File: config.mk
export PLATFORM = sky130hd
export DESIGN_NAME = detection_event_logger
export DESIGN_NICKNAME = d
export VERILOG_FILES = /design/src/rtl/detection_event_logger.sv
export SDC_FILE = /design/constraint.sdc
export NUM_CORES = 1
export LEC_CHECK = 0
export BUFFER_PORTS_ARGS = -buffer_cell sky130_fd_sc_hd__buf_4
export CAP_MARGIN = 20
export CORE_MARGIN = 3
export CORE_UTILIZATION = 60
export DETAILED_ROUTE_END_ITERATION = 6
export PLACE_DENSITY = 0.79
export RECOVER_POWER = 100
export SLEW_MARGIN = 10
export SYNTH_ARGS = -nofsm -noshare
export SYNTH_HDL_FRONTEND = slang
export SYNTH_SLANG_ARGS = --single-unit
export TNS_END_PERCENT = 20
File: constraint.sdc
create_clock -name clock -period 4.3 [get_ports clock]
set_clock_uncertainty 0.05 [all_clocks]
set_input_delay 0.43 -clock clock [delete_from_list [all_inputs] [get_ports clock]]
set_output_delay 0.43 -clock clock [all_outputs]
set_load 0.005 [all_outputs]
File: src/rtl/detection_event_logger.sv
// detection_event_logger
// Timestamps each accepted detector pulse against a free-running cycle
// counter and queues the stamps in a first-word-fall-through FIFO that a
// reader drains over valid/ready. Also keeps saturating event and drop
// counters and a sticky overflow flag.
module detection_event_logger #(
    parameter int TS_WIDTH  = 16,
    parameter int DEPTH     = 8,
    parameter int CNT_WIDTH = 16
) (
    input  logic                       clock,
    input  logic                       reset,
    input  logic                       enable,
    input  logic                       clear,
    input  logic                       detect_in,
    input  logic                       evt_ready,
    output logic                       evt_valid,
    output logic [TS_WIDTH-1:0]        evt_timestamp,
    output logic [$clog2(DEPTH):0]     fifo_level,
    output logic [CNT_WIDTH-1:0]       evt_count,
    output logic [CNT_WIDTH-1:0]       dropped_count,
    output logic                       overflow
);

    localparam int PTR_W = $clog2(DEPTH);
    localparam int LVL_W = PTR_W + 1;

    localparam logic [TS_WIDTH-1:0]  TS_ONE   = TS_WIDTH'(1'b1);
    localparam logic [PTR_W-1:0]     PTR_ONE  = PTR_W'(1'b1);
    localparam logic [LVL_W-1:0]     LVL_ONE  = LVL_W'(1'b1);
    localparam logic [CNT_WIDTH-1:0] CNT_ONE  = CNT_WIDTH'(1'b1);
    localparam logic [CNT_WIDTH-1:0] CNT_MAX  = {CNT_WIDTH{1'b1}};

    // State registers
    logic [TS_WIDTH-1:0]  r_ts;
    logic [TS_WIDTH-1:0]  r_mem [DEPTH];
    logic [PTR_W-1:0]     r_wr_ptr;
    logic [PTR_W-1:0]     r_rd_ptr;
    logic [LVL_W-1:0]     r_level;
    logic [CNT_WIDTH-1:0] r_evt_count;
    logic [CNT_WIDTH-1:0] r_drop_count;
    logic                 r_overflow;

    // Next-state and control wires
    logic [TS_WIDTH-1:0]  w_ts_nxt;
    logic [PTR_W-1:0]     w_wr_ptr_nxt;
    logic [PTR_W-1:0]     w_rd_ptr_nxt;
    logic [LVL_W-1:0]     w_level_nxt;
    logic [CNT_WIDTH-1:0] w_evt_count_nxt;
    logic [CNT_WIDTH-1:0] w_drop_count_nxt;
    logic                 w_overflow_nxt;
    logic                 w_empty;
    logic                 w_full;
    logic                 w_event;
    logic                 w_pop;
    logic                 w_push;
    logic                 w_drop;
    logic                 w_wr_en;

    // Level never exceeds DEPTH (a power of two), so its MSB alone marks full.
    assign w_empty = (r_level == {LVL_W{1'b0}});
    assign w_full  = r_level[LVL_W-1];
    assign w_event = enable & detect_in;
    assign w_pop   = ~w_empty & evt_ready;
    // A full FIFO still accepts a push when the head leaves on the same edge.
    assign w_push  = w_event & (~w_full | w_pop);
    assign w_drop  = w_event & w_full & ~w_pop;
    assign w_wr_en = ~clear & w_push;

    // Next-state computation for counters, pointers and flags; clear wins.
    always_comb begin
        w_ts_nxt         = r_ts;
        w_wr_ptr_nxt     = r_wr_ptr;
        w_rd_ptr_nxt     = r_rd_ptr;
        w_level_nxt      = r_level;
        w_evt_count_nxt  = r_evt_count;
        w_drop_count_nxt = r_drop_count;
        w_overflow_nxt   = r_overflow;
        if (clear) begin
            w_ts_nxt         = {TS_WIDTH{1'b0}};
            w_wr_ptr_nxt     = {PTR_W{1'b0}};
            w_rd_ptr_nxt     = {PTR_W{1'b0}};
            w_level_nxt      = {LVL_W{1'b0}};
            w_evt_count_nxt  = {CNT_WIDTH{1'b0}};
            w_drop_count_nxt = {CNT_WIDTH{1'b0}};
            w_overflow_nxt   = 1'b0;
        end else begin
            if (enable) begin
                w_ts_nxt = r_ts + TS_ONE;
            end else begin
                w_ts_nxt = r_ts;
            end
            if (w_push) begin
                w_wr_ptr_nxt = r_wr_ptr + PTR_ONE;
            end else begin
                w_wr_ptr_nxt = r_wr_ptr;
            end
            if (w_pop) begin
                w_rd_ptr_nxt = r_rd_ptr + PTR_ONE;
            end else begin
                w_rd_ptr_nxt = r_rd_ptr;
            end
            case ({w_push, w_pop})
                2'b10:   w_level_nxt = r_level + LVL_ONE;
                2'b01:   w_level_nxt = r_level - LVL_ONE;
                default: w_level_nxt = r_level;
            endcase
            if (w_event && (r_evt_count != CNT_MAX)) begin
                w_evt_count_nxt = r_evt_count + CNT_ONE;
            end else begin
                w_evt_count_nxt = r_evt_count;
            end
            if (w_drop) begin
                w_overflow_nxt = 1'b1;
                if (r_drop_count != CNT_MAX) begin
                    w_drop_count_nxt = r_drop_count + CNT_ONE;
                end else begin
                    w_drop_count_nxt = r_drop_count;
                end
            end else begin
                w_overflow_nxt   = r_overflow;
                w_drop_count_nxt = r_drop_count;
            end
        end
    end

    // Control-state registers with asynchronous active-low reset.
    always_ff @(posedge clock or negedge reset) begin
        if (!reset) begin
            r_ts         <= {TS_WIDTH{1'b0}};
            r_wr_ptr     <= {PTR_W{1'b0}};
            r_rd_ptr     <= {PTR_W{1'b0}};
            r_level      <= {LVL_W{1'b0}};
            r_evt_count  <= {CNT_WIDTH{1'b0}};
            r_drop_count <= {CNT_WIDTH{1'b0}};
            r_overflow   <= 1'b0;
        end else begin
            r_ts         <= w_ts_nxt;
            r_wr_ptr     <= w_wr_ptr_nxt;
            r_rd_ptr     <= w_rd_ptr_nxt;
            r_level      <= w_level_nxt;
            r_evt_count  <= w_evt_count_nxt;
            r_drop_count <= w_drop_count_nxt;
            r_overflow   <= w_overflow_nxt;
        end
    end

    // FIFO storage: captures the pre-increment timestamp at the tail.
    always_ff @(posedge clock or negedge reset) begin
        if (!reset) begin
            for (int i = 0; i < DEPTH; i++) begin
                r_mem[i] <= {TS_WIDTH{1'b0}};
            end
        end else if (w_wr_en) begin
            r_mem[r_wr_ptr] <= r_ts;
        end
    end

    // Outputs are direct decodes of registers; head reads as zero when empty.
    assign evt_valid     = ~w_empty;
    assign evt_timestamp = w_empty ? {TS_WIDTH{1'b0}} : r_mem[r_rd_ptr];
    assign fifo_level    = r_level;
    assign evt_count     = r_evt_count;
    assign dropped_count = r_drop_count;
    assign overflow      = r_overflow;

endmodule

# Word level (Yosys, flattened, before mapping)
# Cells that the tools add are included.
[classes]
add_sub_neg = 7
magnitude_cmp = 3
n_eq_ne = 4
n_mux = 22
n_bitwise = 13
n_reduce_logical = 11
[op_table]
columns = ["operator", "count"]
rows = [
  ["2-to-1 mux 16 bit", 11],
  ["bitwise mux 128 bit", 1],
  ["adder 16 x 1 -> 16 bit (second input constant)", 3],
  ["binary-select mux 16 bit (select 3 bit)", 1],
  ["demux 16 bit (select 3 bit)", 1],
  ["inequality test 16 bit (second input constant)", 2],
  ["2-to-1 mux 3 bit", 4],
  ["nonzero test 2 bit", 6],
  [">= comparator 4 bit (second input constant)", 2],
  ["NOT 3 -> 4 bit", 2],
  ["case mux 4 bit (2 select lines)", 1],
  ["adder 3 x 1 -> 3 bit (second input constant)", 2],
  ["bitwise AND 1 bit", 6],
  ["adder 4 x 1 -> 4 bit (second input constant)", 1],
  ["logical NOT 4 bit", 1],
  ["less-than comparator 4 x 1 -> 1 bit (second input constant)", 1],
  ["2-to-1 mux 4 bit", 1],
  ["NOT 1 bit", 4],
  ["subtractor 4 x 1 -> 4 bit (second input constant)", 1],
  ["nonzero test 3 bit", 1],
  ["equality test 2 x 1 -> 1 bit (second input constant)", 1],
  ["equality test 2 bit (second input constant)", 1],
  ["logical AND 1 bit", 2],
  ["2-to-1 mux 1 bit", 2],
  ["2 further kinds", 2],
]
[totals]
register_bits = 187

# Depth between registers and ports, before layout
[depth]
ltp_word = 8
mapped_depth = 8
depth_no_buf = 7

# Least setup slack after synthesis
# OpenSTA, ideal clock, no wires.
[synth_timing]
kind = "flip-flop to flip-flop"
start = "register r_level[1], in the netlist fifo_level[1]"
end = "register r_level[3], in the netlist fifo_level[3]"
setup_ps = 124
arrival_ps = 2220
t_required_ps = 4126
setup_slack_ps = 1906
path_stages_with_launch = 9
path_buffers = 1
period_less_slack_ps = 2394
path_cell_list = "dfrtp_1 > clkbuf_1 > o41ai_1 > nor2_1 > ha_1 > a31oi_1 > o22ai_1 > a32oi_1 > nand2_1"
[synth_via]
elab_chain_cells = 8
[synth_rtl]
columns = ["element", "line", "rtl"]
rows = [
  ["from (decl)", "39", "logic [LVL_W-1:0] r_level;"],
  ["from (signal assigned)", "133", "r_level <= {LVL_W{1'b0}};"],
  ["from (signal assigned)", "141", "r_level <= w_level_nxt;"],
  ["logical NOT 4 bit", "61", "assign w_empty = (r_level == {LVL_W{1'b0}});"],
  ["NOT 1 bit", "64", "assign w_pop = ~w_empty & evt_ready;"],
  ["bitwise AND 1 bit", "64", ""],
  ["OR 1 bit", "66", "assign w_push = w_event & (~w_full | w_pop);"],
  ["bitwise AND 1 bit", "66", ""],
  ["equality test 2 x 1 -> 1 bit or equality test 2 bit (tied branches)", "103", "case ({w_push, w_pop})"],
  ["case mux 4 bit (2 select lines)", "103", ""],
  ["2-to-1 mux 4 bit", "79", "if (clear) begin"],
]
# Several ways; a longest one is shown, not always the timed one.
# A chain may end at the register's enable or synchronous reset.

# Worst setup path after layout
[layout_timing]
start = "register r_rd_ptr[0]"
end = "output port evt_timestamp[1]"
[layout_via]
elab_chain_cells = 5
[layout_rtl]
columns = ["element", "line", "rtl"]
rows = [
  ["from (decl)", "38", "logic [PTR_W-1:0] r_rd_ptr;"],
  ["from (signal assigned)", "132", "r_rd_ptr <= {PTR_W{1'b0}};"],
  ["from (signal assigned)", "140", "r_rd_ptr <= w_rd_ptr_nxt;"],
  ["NOT 3 -> 4 bit (implied by the code)", "161", "assign evt_timestamp = w_empty ? {TS_WIDTH{1'b0}} : r_mem[r_rd_ptr];"],
  ["binary-select mux 16 bit (select 3 bit)", "161", ""],
  ["2-to-1 mux 16 bit (implied by the code) (2 in a row)", "161", ""],
  ["2-to-1 mux 16 bit", "161", ""],
  ["to (decl)", "18", "output logic [TS_WIDTH-1:0] evt_timestamp,"],
]
# Every way passes these cells. The select of a mux whose other input is x is not followed.

==> run metrics <==
clk root buf=clkbuf_16; Synth area leader=dfrtp_1; most frequent cells after synthesis=dfrtp_1, mux2_2, mux2_1, nor2_1, clkbuf_1; CTS tree=done; RSZ-0062 raised after global routing=false; post-route core utilization=68.8%; critical path data arrival time=3.03 ns; Power Total=0.00387 W; DRT antenna net count=0; Critical Path RT=3.82 ns; DRT iter0 DRCs=419; number of global-route vias before repair=6,213; CP max stage cell=dfrtp_1; Synth Flop Type=dfrtp_1; CP startpoint kind=flop; Syn Std Cell Area=0.00911 mm²; CP cell instances=buf_4 -> mux4_2 -> mux2i_1 -> nor2_1 -> clkbuf_4; cell family contributing the most delay on the critical path=flip-flops; Worst VDD drop=286 µV; Sink Count=187; fmax=285 MHz; Synth Warn #=0; slew of the pin with the lowest slew margin=1.16 ns; clk_lat worst skew=0.42 ns; share of cells above drive strength 1=26.1%; FF-to-FF setup slack=1.24 ns; clock buffer count from CTS=17; crit end category=output pin; HPWL Detailed=11,700 µm; CP Capture Point=evt_timestamp[1]; Detailed Route WL=19,000 µm; CTS max path bufs=2; Vias=5,935; reg2reg end=fifo_level[0]; Max Slew Vio Count=0; ratio of final minimum period to clock period=81.6%; largest net degree at the start of global routing=111; average wire per standard cell=20.2 µm; Via density=6.28; PD cells=382 mW/mm²; P_leak=4.69 nW; area share of the largest cell type after synthesis=51.4%; flip-flop and latch count after synthesis=187; post-route setup TNS=0 ns; grt total ovfl=0; post-synthesis async set-or-reset flop share=100%; Area Overhead vs Synth=11.0%; # port buffers=59; Initial Utilization=62.0%; main area contributors after synthesis=dfrtp_1, mux2_2, mux2_1; crit path max fanout=18; final setup fails=0; Unique masters post-synth=50; post-synthesis sequential area ratio=51.4%; clk slew on worst S/H paths=0.06 ns; slowest stage delay, CP=1.06 ns; worst r2r path cells=6; Critical R2R Launch=fifo_level[1]; first-pass GRT wire length=32,000 µm; antenna violations before repair=0; Levels on crit path=5; final hold slack=0.292 ns; number of flops mapped to enable cells by yosys=0; final hold violations=0; Slew HR=22.5%; mean post-synth cell area=12.6 µm²; drt first pass iters=5; Setup CP Type=reg -> out; GPL Wtd Cong=0.791; Max Cap Viol=0; die width=129 µm; hold crit path type=in -> reg; Syn Inst Count=722; status=finished clean; CTS H-tree depth=4; post-route DRC violation count=0; Core Area=0.0147 mm²; Rows=44; CP startpoint=r_rd_ptr[0]; Final Net Count=762; top-count cell post-synth=dfrtp_1; diodes inserted=0; CP Buf/Inv Count=2; minimum clock period=3.51 ns; Die Span Y=129 µm; global-route usage over all layers=24.5%; syn_nets=735; total die area=0.0167 mm²; I/O pin count=60
[state kept, by name, indices dropped and copies added (netlist names)]
signal         flops
r_mem            128
r_rd_ptr           3
dropped_count     16
r_ts              16
overflow           1
fifo_level         4
r_wr_ptr           3
evt_count         16
[layout by cell type (no fill, tap or decap), types with 7 or more instances in the layout]
cell type / synthesis / final
a21oi_1: 27 / 27
buf_4: 1 / 7
inv_1: 13 / 14
ha_1: 7 / 7
o31ai_1: 11 / 11
nand4_1: 10 / 10
nor2_1: 51 / 51
nor2b_1: 13 / 13
nand3_1: 18 / 18
or3_1: 11 / 11
xor2_1: 11 / 11
nand2_1: 32 / 32
o21ai_0: 12 / 12
or4_1: 13 / 13
clkbuf_16: 0 / 17
mux4_2: 32 / 32
clkbuf_4: 0 / 50
clkbuf_1: 37 / 10
mux2_1: 64 / 64
mux2_2: 76 / 76
dfrtp_1: 187 / 186
a211oi_1: 8 / 8
mux2i_1: 19 / 19
[worst min-delay path, stage by stage]
cell	delay [ns]
buf_4	0.14
nand3_1	0.08
a21oi_1	0.07
[per-layer routing]
layer  share of wire (%)  track usage [%]  vias to the layer above
li1                    -                -                     2693
met1                  45             33.0                     3088
met2                  51             40.0                      127
met3                 2.9             4.41                       27
met4                 1.7             9.57                        0
met5                   0                0                        -
[logic make-up after synthesis]
kind of cell | count (synthesis) | synth area share [%]
compound gates | 75 | 5.22
xor+xnor | 16 | 1.54
fa+ha+maj | 7 | 0.961
buf+inv | 72 | 3.20
flops | 187 | 51.4
mux | 191 | 27.3
simple gates | 174 | 10.4
[metrics by stage]
stage / area, µm² / cells / setup WS, ns
6_report: 10100 / 945 / 0.790
5_1_grt: 10100 / 945 / 0.559
4_1_cts: 10100 / 942 / 1.15
3_5_place_dp: 9600 / 911 / 1.52
3_3_place_gp: 9600 / 911 / 1.61
2_1_floorplan: 9110 / 722 / 1.91
[cell type report]
cell class / instances / area [µm²]
tap: 184 / 230
multi-input combinational: 463 / 4100
clock inverter: 8 / 70.1
timing repair buffer: 66 / 508
sequential: 187 / 4680
clock buffer: 23 / 468
inverter: 14 / 52.6
fill: 1029 / 4590
[power breakdown]
| part | leakage, nW | total (W) | switching, W | internal, W |
|---|---|---|---|---|
| registers | 2.60 | 0.00193 | 0.000138 | 0.00180 |
| clock network | 0.263 | 0.00145 | 0.000629 | 0.000820 |
| logic | 1.83 | 0.000485 | 0.000260 | 0.000225 |
| total | 4.69 | 0.00387 | 0.00103 | 0.00284 |
[worst min-delay path by stage]
| stage | start | to | slack, ns | cells after the start |
|---|---|---|---|---|
| final | evt_ready | r_rd_ptr[1] | 0.29 | 3 |
| after global routing | evt_ready | r_rd_ptr[1] | 0.31 | 3 |
| after CTS | reset | dropped_count[9] | 0.14 | 1 |
| after detailed placement | r_mem[13] | r_mem[13] | 0.42 | 1 |
| after global placement | r_mem[11] | r_mem[11] | 0.41 | 1 |
| after floorplan | reset | dropped_count[0] | 0.08 | 0 |
[timing repair]
action | 4_1_cts | 5_1_grt
resized for setup | 0 | 0
endpoints found under the hold margin | 0 | 16
buffers inserted | 0 | 0
endpoints found under the setup margin | 0 | 0
hold buffers | 0 | 1
No activity file was read; power rests on OpenSTA's default activity.
